File: src/rtl/llc_input_scheduler_pkg.sv
// ---------------------------------------------------------------------------
// llc_input_scheduler_pkg - shared types for the LLC input scheduler slice
// Rev 1.0
// ---------------------------------------------------------------------------
`default_nettype none

package llc_input_scheduler_pkg;

  localparam int DEF_LLC_SET_BITS = 4;
  localparam int DEF_STARVE_LIMIT = 8;

  typedef logic [DEF_LLC_SET_BITS-1:0] llc_set_t;

  typedef enum logic [2:0] {
    SRC_RST     = 3'd0,
    SRC_FLUSH   = 3'd1,
    SRC_RSP     = 3'd2,
    SRC_DMA_RD  = 3'd3,
    SRC_DMA_WR  = 3'd4,
    SRC_REQ     = 3'd5,
    SRC_DMA_REQ = 3'd6,
    SRC_NONE    = 3'd7
  } src_sel_t;

  typedef enum logic [1:0] {
    IDLE  = 2'd0,
    ISSUE = 2'd1,
    BUSY  = 2'd2
  } sched_state_t;

endpackage

`default_nettype wire

File: src/rtl/llc_input_scheduler_prio_enc.sv
// ---------------------------------------------------------------------------
// llc_src_prio_enc - eligibility and fixed-priority selection of LLC input source
// Rev 1.0
// ---------------------------------------------------------------------------
`default_nettype none

module llc_src_prio_enc
  import llc_input_scheduler_pkg::*;
(
  input  logic     rst_stall,
  input  logic     flush_stall,
  input  logic     req_stall,
  input  logic     starved,
  input  logic     rsp_valid,
  input  logic     req_valid,
  input  logic     dma_req_valid,
  input  logic     dma_read_pend,
  input  logic     dma_write_pend,
  output src_sel_t sel,
  output logic     req_eligible
);

  logic walk;
  logic rsp_ok;
  logic rd_ok;
  logic wr_ok;
  logic dma_req_ok;

  always_comb begin
    walk         = rst_stall | flush_stall;
    rsp_ok       = rsp_valid & ~walk;
    rd_ok        = dma_read_pend & ~walk;
    wr_ok        = dma_write_pend & ~walk;
    req_eligible = req_valid & ~req_stall & ~walk;
    dma_req_ok   = dma_req_valid & ~req_stall & ~walk;
    sel          = SRC_NONE;

    if (rst_stall) begin
      sel = SRC_RST;
    end else if (flush_stall) begin
      sel = SRC_FLUSH;
    end else if (starved && req_eligible) begin
      // A starved req jumps ahead of rsp only; DMA resumes still win.
      if (rd_ok)      sel = SRC_DMA_RD;
      else if (wr_ok) sel = SRC_DMA_WR;
      else            sel = SRC_REQ;
    end else if (rsp_ok) begin
      sel = SRC_RSP;
    end else if (rd_ok) begin
      sel = SRC_DMA_RD;
    end else if (wr_ok) begin
      sel = SRC_DMA_WR;
    end else if (req_eligible) begin
      sel = SRC_REQ;
    end else if (dma_req_ok) begin
      sel = SRC_DMA_REQ;
    end
  end

endmodule

`default_nettype wire

File: src/rtl/llc_input_scheduler.sv
// ---------------------------------------------------------------------------
// llc_input_scheduler - picks the next LLC input source and strobes the set-read stage
// Rev 1.0
// ---------------------------------------------------------------------------
`default_nettype none

module llc_input_scheduler
  import llc_input_scheduler_pkg::*;
#(
  parameter int LLC_SET_BITS = DEF_LLC_SET_BITS,
  parameter int STARVE_LIMIT = DEF_STARVE_LIMIT
) (
  input  logic                    clk,
  input  logic                    rst,
  input  logic                    rsp_in_valid,
  input  logic                    req_in_valid,
  input  logic                    dma_req_in_valid,
  input  logic                    rst_start,
  input  logic                    flush_start,
  input  logic                    dma_read_pend,
  input  logic                    dma_write_pend,
  input  logic                    req_stall_set,
  input  logic                    clr_req_stall,
  input  logic                    proc_done,
  output logic                    rsp_in_ready,
  output logic                    req_in_ready,
  output logic                    dma_req_in_ready,
  output logic                    is_rsp_to_get,
  output logic                    is_req_to_get,
  output logic                    is_dma_req_to_get,
  output logic                    is_dma_read_to_resume,
  output logic                    is_dma_write_to_resume,
  output logic                    is_flush_to_resume,
  output logic                    is_rst_to_resume,
  output logic                    rd_set_en,
  output logic [LLC_SET_BITS-1:0] rst_flush_stalled_set,
  output logic                    rst_stall,
  output logic                    flush_stall,
  output logic                    req_stall,
  output logic                    busy
);

  localparam int STARVE_W = $clog2(STARVE_LIMIT + 1);

  sched_state_t        state;
  sched_state_t        state_nxt;
  src_sel_t            grant;
  src_sel_t            grant_nxt;
  src_sel_t            sel;
  logic                req_eligible;
  logic [STARVE_W-1:0] starve_cnt;
  logic                starved;
  logic                walk_issue;

  assign starved    = (starve_cnt == STARVE_W'(STARVE_LIMIT));
  assign walk_issue = (state == ISSUE) && ((grant == SRC_RST) || (grant == SRC_FLUSH));

  llc_src_prio_enc u_prio_enc (
    .rst_stall      (rst_stall),
    .flush_stall    (flush_stall),
    .req_stall      (req_stall),
    .starved        (starved),
    .rsp_valid      (rsp_in_valid),
    .req_valid      (req_in_valid),
    .dma_req_valid  (dma_req_in_valid),
    .dma_read_pend  (dma_read_pend),
    .dma_write_pend (dma_write_pend),
    .sel            (sel),
    .req_eligible   (req_eligible)
  );

  always_ff @(posedge clk or posedge rst) begin
    if (rst) begin
      state <= IDLE;
      grant <= SRC_NONE;
    end else begin
      state <= state_nxt;
      grant <= grant_nxt;
    end
  end

  always_comb begin
    state_nxt              = state;
    grant_nxt              = grant;
    busy                   = 1'b0;
    is_rst_to_resume       = 1'b0;
    is_flush_to_resume     = 1'b0;
    is_rsp_to_get          = 1'b0;
    is_dma_read_to_resume  = 1'b0;
    is_dma_write_to_resume = 1'b0;
    is_req_to_get          = 1'b0;
    is_dma_req_to_get      = 1'b0;
    rsp_in_ready           = 1'b0;
    req_in_ready           = 1'b0;
    dma_req_in_ready       = 1'b0;

    case (state)
      IDLE: begin
        if (sel != SRC_NONE) begin
          grant_nxt = sel;
          state_nxt = ISSUE;
        end
      end
      ISSUE: begin
        busy      = 1'b1;
        state_nxt = BUSY;
        case (grant)
          SRC_RST:     is_rst_to_resume       = 1'b1;
          SRC_FLUSH:   is_flush_to_resume     = 1'b1;
          SRC_RSP:     begin is_rsp_to_get     = 1'b1; rsp_in_ready     = 1'b1; end
          SRC_DMA_RD:  is_dma_read_to_resume  = 1'b1;
          SRC_DMA_WR:  is_dma_write_to_resume = 1'b1;
          SRC_REQ:     begin is_req_to_get     = 1'b1; req_in_ready     = 1'b1; end
          SRC_DMA_REQ: begin is_dma_req_to_get = 1'b1; dma_req_in_ready = 1'b1; end
          default:     ;
        endcase
      end
      BUSY: begin
        busy = 1'b1;
        if (proc_done) state_nxt = IDLE;
      end
      default: state_nxt = IDLE;
    endcase

    rd_set_en = is_rst_to_resume | is_flush_to_resume | is_rsp_to_get |
                is_dma_read_to_resume | is_dma_write_to_resume |
                is_req_to_get | is_dma_req_to_get;
  end

  // Walk ends on the issue of the all-ones set; starts during a walk are dropped.
  always_ff @(posedge clk or posedge rst) begin
    if (rst) begin
      rst_flush_stalled_set <= '0;
      rst_stall             <= 1'b0;
      flush_stall           <= 1'b0;
    end else if (walk_issue) begin
      rst_flush_stalled_set <= rst_flush_stalled_set + 1'b1;
      if (&rst_flush_stalled_set) begin
        rst_stall   <= 1'b0;
        flush_stall <= 1'b0;
      end
    end else if (!(rst_stall || flush_stall)) begin
      if (rst_start)   rst_stall   <= 1'b1;
      if (flush_start) flush_stall <= 1'b1;
    end
  end

  always_ff @(posedge clk or posedge rst) begin
    if (rst) begin
      req_stall <= 1'b0;
    end else if (clr_req_stall) begin
      req_stall <= 1'b0;
    end else if (req_stall_set) begin
      req_stall <= 1'b1;
    end
  end

  always_ff @(posedge clk or posedge rst) begin
    if (rst) begin
      starve_cnt <= '0;
    end else if (!req_eligible) begin
      starve_cnt <= '0;
    end else if (state == IDLE) begin
      if (sel == SRC_REQ)  starve_cnt <= '0;
      else if (!starved)   starve_cnt <= starve_cnt + 1'b1;
    end
  end

endmodule

`default_nettype wire

File: config.mk
export PLATFORM = sky130hd
export DESIGN_NAME = llc_input_scheduler
export DESIGN_NICKNAME = d
export VERILOG_FILES = /design/src/rtl/llc_input_scheduler_pkg.sv /design/src/rtl/llc_input_scheduler_prio_enc.sv /design/src/rtl/llc_input_scheduler.sv
export SDC_FILE = /design/constraint.sdc
export NUM_CORES = 1
export LEC_CHECK = 0
export BUFFER_PORTS_ARGS = -buffer_cell sky130_fd_sc_hd__buf_4
export CAP_MARGIN = 20
export CORE_UTILIZATION = 50
export CTS_CLUSTER_DIAMETER = 150
export CTS_CLUSTER_SIZE = 10
export DETAILED_ROUTE_END_ITERATION = 16
export MAX_ROUTING_LAYER = met4
export PLACE_DENSITY = 0.85
export SLEW_MARGIN = 10
export SYNTH_ARGS = -nofsm -noshare
export SYNTH_HDL_FRONTEND = slang
export SYNTH_HIERARCHICAL = 1
export SYNTH_SLANG_ARGS = --single-unit
export TNS_END_PERCENT = 30
File: constraint.sdc
create_clock -name clk -period 2.9 [get_ports clk]
set_input_delay 0.87 -clock clk [delete_from_list [all_inputs] [get_ports clk]]
set_output_delay 0.87 -clock clk [all_outputs]
set_load 0.005 [all_outputs]
==> results_dict.tcl, run 1 <==
set metrics [dict create \
    status "completed" \
    synthTopCellsByArea "dfrtp_1 31%, dfstp_2 7.5%, ha_1 7.2%" \
    dieArea_um2 2282 \
    cts_tree "yes" \
    reg2reg_from "starve_cnt[0]$_DFFE_PP0P_" \
    cts_hold_buf 0 \
    synth_top_flop_cell "dfrtp_1" \
    cts.sinks 16 \
    ys_ff_latch 16 \
    syn_nets 129 \
    insertion_delay_ps 290 \
    die_h_um 47.77 \
    path_class "reg2out" \
    gr-total-overflow 0 \
    syn-cell-area_um2 1047 \
    grt_max_degree 17 \
    ff_latch_area_um2 404.1 \
    start_kind "flip-flop" \
    die_w_um 47.77 \
    grt_pass1_wl_mm 3.864 \
    maxSlewViolCount 0 \
    clkTransAtPathRegs_ps 90 \
    ys_seq_area_frac 0.3859 \
    remaining_drc_errors 0 \
    cts_buffers 3 \
    syn_inst 111 \
    cp_max_fo 5 \
    final_cells 164 \
    io_buffers 30 \
    grt_pass1_vias 923 \
    yosysTopAreaCellShare 0.3106 \
    worstRegToRegCells 9 \
    power.total_w 0.001030 \
    start_util 0.5338 \
    p_leak_nw 0.6026 \
    power_density_nw_per_um2 796.6 \
    totalWireLength_mm 2.214 \
    period_minus_slack_ps 2556 \
    critPathArrivalTime_ps 1690 \
    grt.total_usage 0.2589 \
    r2r_slack_ps 650 \
    io_pins 31 \
    worstMarginPinSlew_ps 758.0 \
    wire_per_inst_um 13.50 \
    min_from "rst_flush_stalled_set[3]$_DFFE_PP0P_" \
    nets 156 \
    async_reset_ff_frac 1.000 \
    crit_end "is_rst_to_resume" \
    synth_cell_types 40 \
    final-setup-viol-count 0 \
    ctsLongestPathBuffers 2 \
    place_inst 160 \
    area_growth_pct 23.42 \
    whs_path_depth 1 \
    firstDrtPassIters 4 \
    rows 16 \
    root_buffer "clkbuf_4" \
    timing.final.crit_share 0.8815 \
    fmax_ghz 0.3912 \
    post-cts-setup-buffers 0 \
    syn_area_per_cell_um2 9.435 \
    maxCapViolCount 0 \
    cts_resized 0 \
    yosysMostFrequentCell "dfrtp_1" \
    ir_drop_uv 676.3 \
    num-fill-cells 172 \
    gp_congestion 0.8073 \
    hold_class "reg2reg" \
    clock_skew_ps 1.615 \
    layout-drive-gt1-share 0.3066 \
    slew_headroom 0.4908 \
    synth_top_area_cell "dfrtp_1" \
    cp.required_ps 2030 \
    rsz0062_at_grt "no" \
    diodes 0 \
    antenna_found_initial 0 \
    finalHoldViolCount 0 \
    setup_tns_ps 0 \
    multi_input_area_um2 548.0 \
    drtIter0Drc 8 \
    dp_hpwl_mm 1.745 \
    core_area_um2 1962 \
    rr_endpoint "starve_cnt[3]$_DFFE_PP0P_" \
    htreeDepth 1 \
    ys_top_cells_by_count "13 x dfrtp_1, 12 x inv_1, 10 x nand2_1" \
    synth_edf_count 0 \
    endpoint_kind "output port" \
    critPathLaunch "state[1]$_DFFE_PP0P_" \
    antenna_left 0 \
    route.vias.total 884 \
    vias_per_cell 5.390 \
    yosys_warnings 6 \
]
[kinds of logic (layout without fill, tap and decap cells)]
kind of cell	count (synthesis)	after routing	synth area share
simple gates	39	39	0.2306
compound gates	25	25	0.1756
buf+inv	20	46	0.09079
flops	16	16	0.3859
fa+ha+maj	6	6	0.07168
xor+xnor	3	3	0.02509
mux	2	2	0.02031
[critical path, cell delays in order (launching register included)]
cell	delay, ps
dfrtp_1	400
inv_1	100
ha_1	210
inv_1	100
or3_1	360
nor2_1	100
buf_4	120
[report_power, final]
group          leakage, nW  switching, W  internal (W)
Clock               0.0210     0.0000736     0.0000765
Combinational        0.389      0.000206      0.000245
Sequential           0.193      0.000117      0.000312
Total                0.603      0.000397      0.000633
[state kept, by name, indices dropped and copies added (netlist names)]
signal                 cells
rst_flush_stalled_set      4
rst_stall                  1
grant                      3
req_stall                  1
state                      2
starve_cnt                 4
flush_stall                1
[final cells by class]
type | count | area share
inverters | 12 | 0.03485
well taps | 27 | 0.02614
multi-input cells | 75 | 0.4240
repair buffers | 30 | 0.1742
flip-flops and latches | 16 | 0.3127
clock buffers | 4 | 0.02807
[metal layers]
| metal | track usage | routed length (um) |
|---|---|---|
| met5 | - | 0 |
| met4 | 0.1056 | 34 |
| met3 | 0.07925 | 69 |
| met2 | 0.4459 | 1249 |
| met1 | 0.2732 | 861 |
[stage by stage]
stage	util	worst slack, ps	cell area, um2	hold slack [ps]
floorplan	-	780.9	1047	488.5
global placement	0.6403	637.1	1256	492.9
finish	0.6588	343.6	1292	514.0
detailed placement	0.6403	572.8	1256	493.1
global route	0.6588	130.6	1292	545.6
CTS	0.6588	321.0	1292	514.0
[worst min-delay path by stage]
stage / slack [ps] / to
after floorplan: 490 / rst_flush_stalled_set[3]$_DFFE_PP0P_
after global placement: 490 / rst_flush_stalled_set[3]$_DFFE_PP0P_
after detailed placement: 490 / rst_flush_stalled_set[3]$_DFFE_PP0P_
after CTS: 510 / rst_flush_stalled_set[3]$_DFFE_PP0P_
after global routing: 550 / rst_flush_stalled_set[3]$_DFFE_PP0P_
final: 510 / rst_flush_stalled_set[3]$_DFFE_PP0P_
[layout by cell type, fill, tap and decap left out, types with 2 or more instances in the layout]
cell type,n
buf_4,30
dfrtp_1,13
inv_1,12
nand2_1,10
a21oi_1,8
nor2_1,6
ha_1,6
nand3b_1,3
o21a_1,3
o22ai_1,3
a31oi_1,3
nor3_1,3
nor3b_1,3
clkbuf_4,3
dfstp_2,3
and3b_1,2
xnor2_1,2
nand4_1,2
nor2b_1,2
a32o_1,2
(Power assumes the default switching activity.)
==> run 2, diff against run 1 <==
--- a/config.mk
+++ b/config.mk
@@ -12,10 +12,9 @@
 export CTS_CLUSTER_SIZE = 10
 export DETAILED_ROUTE_END_ITERATION = 16
 export MAX_ROUTING_LAYER = met4
-export PLACE_DENSITY = 0.85
+export PLACE_DENSITY = 0.84
 export SLEW_MARGIN = 10
 export SYNTH_ARGS = -nofsm -noshare
 export SYNTH_HDL_FRONTEND = slang
-export SYNTH_HIERARCHICAL = 1
 export SYNTH_SLANG_ARGS = --single-unit
 export TNS_END_PERCENT = 30
==> run 2 against run 1 <==
Against the previous run:
- synthesized area increased by 2.6%
- count of clock-buffer cells in the layout unchanged
- via count is 5.1% higher
- hold slack got worse by 5.9 ps
- critical endpoint unchanged
- combinational power is 12% higher
- synthesized cell count grew 2.7%
- clock power decreased by 17%
- highest routed layer unchanged
- register-to-register slack improved by 120 ps
- critical path depth shrank 1
==> results_dict.tcl, run 2 <==
set metrics [dict create \
    status "completed" \
    synthTopCellsByArea "dfrtp_1 30%, dfstp_2 7.3%, ha_1 7.0%" \
    period_minus_slack_ps 2263 \
    gr-total-overflow 0 \
    num-fill-cells 165 \
    synth_cell_types 43 \
    start_kind "flip-flop" \
    ctsLongestPathBuffers 2 \
    ir_drop_uv 501.2 \
    clock_skew_ps 7.035 \
    hold_class "reg2reg" \
    rsz0062_at_grt "no" \
    post-cts-setup-buffers 0 \
    maxCapViolCount 0 \
    ff_latch_area_um2 404.1 \
    vias_per_cell 5.465 \
    yosys_warnings 0 \
    syn-cell-area_um2 1075 \
    rows 16 \
    p_leak_nw 0.6030 \
    slew_headroom 0.6036 \
    r2r_slack_ps 770 \
    power_density_nw_per_um2 794.2 \
    antenna_left 0 \
    cp_cell_sequence "inv_1, ha_1, nand2b_1, nor3_1, buf_4" \
    fmax_ghz 0.4419 \
    root_buffer "clkbuf_4" \
    io_pins 31 \
    nets 162 \
    route.vias.total 929 \
    wire_per_inst_um 12.50 \
    drtIter0Drc 28 \
    ys_ff_latch 16 \
    grt_pass1_wl_mm 3.691 \
    cts_resized 0 \
    cp_max_fo 5 \
    syn_nets 132 \
    layout_commonest_cell "buf_4" \
    gp_congestion 0.9060 \
    ys_seq_area_frac 0.3760 \
    cp.required_ps 2030 \
    critPathSlowestCell "dfrtp_1" \
    largestRegisters "rst_flush_stalled_set: 4 flops, starve_cnt: 4 flops, grant: 3 flops" \
    grt_pass1_vias 862 \
    die_w_um 48.37 \
    cts_hold_buf 0 \
    setup_tns_ps 0 \
    insertion_delay_ps 290 \
    synth_top_area_cell "dfrtp_1" \
    antenna_found_initial 0 \
    final-setup-viol-count 0 \
    core_area_um2 1982 \
    remaining_drc_errors 0 \
    critPathArrivalTime_ps 1390 \
    grt_max_degree 17 \
    totalWireLength_mm 2.125 \
    design_area_um2 1323 \
    start_util 0.5423 \
    synth_top_flop_cell "dfrtp_1" \
    async_reset_ff_frac 1.000 \
    path_class "reg2out" \
    layout-drive-gt1-share 0.3217 \
    cp_slowest_stage_delay_ps 390 \
    worstRegToRegCells 7 \
    yosysTopAreaCellShare 0.3027 \
    final_cell_mix "30 x buf_4, 13 x dfrtp_1, 12 x inv_1" \
    dieArea_um2 2339 \
    power.total_w 0.001050 \
    worstMarginPinSlew_ps 594.0 \
    place_area_um2 1296 \
    cts_tree "yes" \
    cts.sinks 16 \
    die_h_um 48.37 \
    syn_area_per_cell_um2 9.428 \
    endpoint_kind "output port" \
    synth_edf_count 0 \
    multi_input_area_um2 588.1 \
    diodes 0 \
    clkTransAtPathRegs_ps 100 \
    timing.final.crit_share 0.7802 \
    ys_top_cells_by_count "13 x dfrtp_1, 12 x inv_1, 11 x nor2_1" \
    io_buffers 30 \
    area_growth_pct 23.05 \
    whs_path_depth 1 \
    firstDrtPassIters 4 \
    dp_hpwl_mm 1.635 \
    yosysMostFrequentCell "dfrtp_1" \
    htreeDepth 1 \
    syn_inst 114 \
    cts_buffers 3 \
    grt.total_usage 0.2046 \
    utilization 0.6673 \
    maxSlewViolCount 0 \
    finalHoldViolCount 0 \
]
[run 2: cell types whose count changed after synthesis, sizes merged, moves of 2 or more]
cell,before,now
nand2b,1,6
nor2,6,11
nand2,10,7
nand3b,4,1
o22ai,3,0
buf,6,4
o21bai,0,2
o2bb2ai,0,2
[run 2: power by group]
group          leakage (nW)  switching (W)  internal (W)
combinational         0.396       0.000233      0.000271
sequential            0.192       0.000105      0.000318
clock                0.0150      0.0000712     0.0000535
[run 2: logic make-up after synthesis]
logic type / synth area share
AND/OR/NAND/NOR: 0.2235
AO/OA/AOI/OAI: 0.1991
buffers and inverters: 0.07682
flip-flops: 0.3760
adder cells (fa/ha/maj): 0.06985
XOR/XNOR: 0.02445
multiplexers: 0.03027
[run 2: stage by stage]
step                instances  hold WS, ps  setup WS (ps)
floorplan                 114        488.5          778.5
global placement          166        485.6          588.0
detailed placement        166        495.4          523.4
CTS                       170        505.3          635.0
global route              170        518.8          509.0
finish                    170        508.1          637.3
[run 2: final timing paths]
path	from	endpoint
setup / recovery	state[1]$_DFFE_PP0P_	is_rst_to_resume
hold / removal	rst_flush_stalled_set[3]$_DFFE_PP0P_	rst_flush_stalled_set[3]$_DFFE_PP0P_
setup reg to reg	starve_cnt[0]$_DFFE_PP0P_	starve_cnt[2]$_DFFE_PP0P_
hold reg to reg	rst_flush_stalled_set[3]$_DFFE_PP0P_	rst_flush_stalled_set[3]$_DFFE_PP0P_
max in group asynchronous	rst	rst_stall$_DFFE_PP0P_
min in group asynchronous	rst	starve_cnt[3]$_DFFE_PP0P_
[run 2: area by class of cell]
class                      count  area share
multi-input combinational     81      0.4447
sequential                    16      0.3056
timing repair buffer          30      0.1703
inverter                      12     0.03406
tap                           27     0.02554
clock buffer                   4     0.01987
[run 2: layer usage]
| metal | vias up | track usage | part of all wire |
|---|---|---|---|
| met5 | - | - | 0 |
| met4 | 0 | 0.05882 | 0.015 |
| met3 | 5 | 0.01887 | 0.059 |
| met2 | 39 | 0.3521 | 0.47 |
| met1 | 431 | 0.2571 | 0.46 |
| li1 | 454 | - | - |
[run 2: critical path, delay by kind of cell (launching register included)]
family        cells  cell delay (ps)
flops             1              390
simple gates      2              290
buf+inv           2              230
fa+ha+maj         1              190
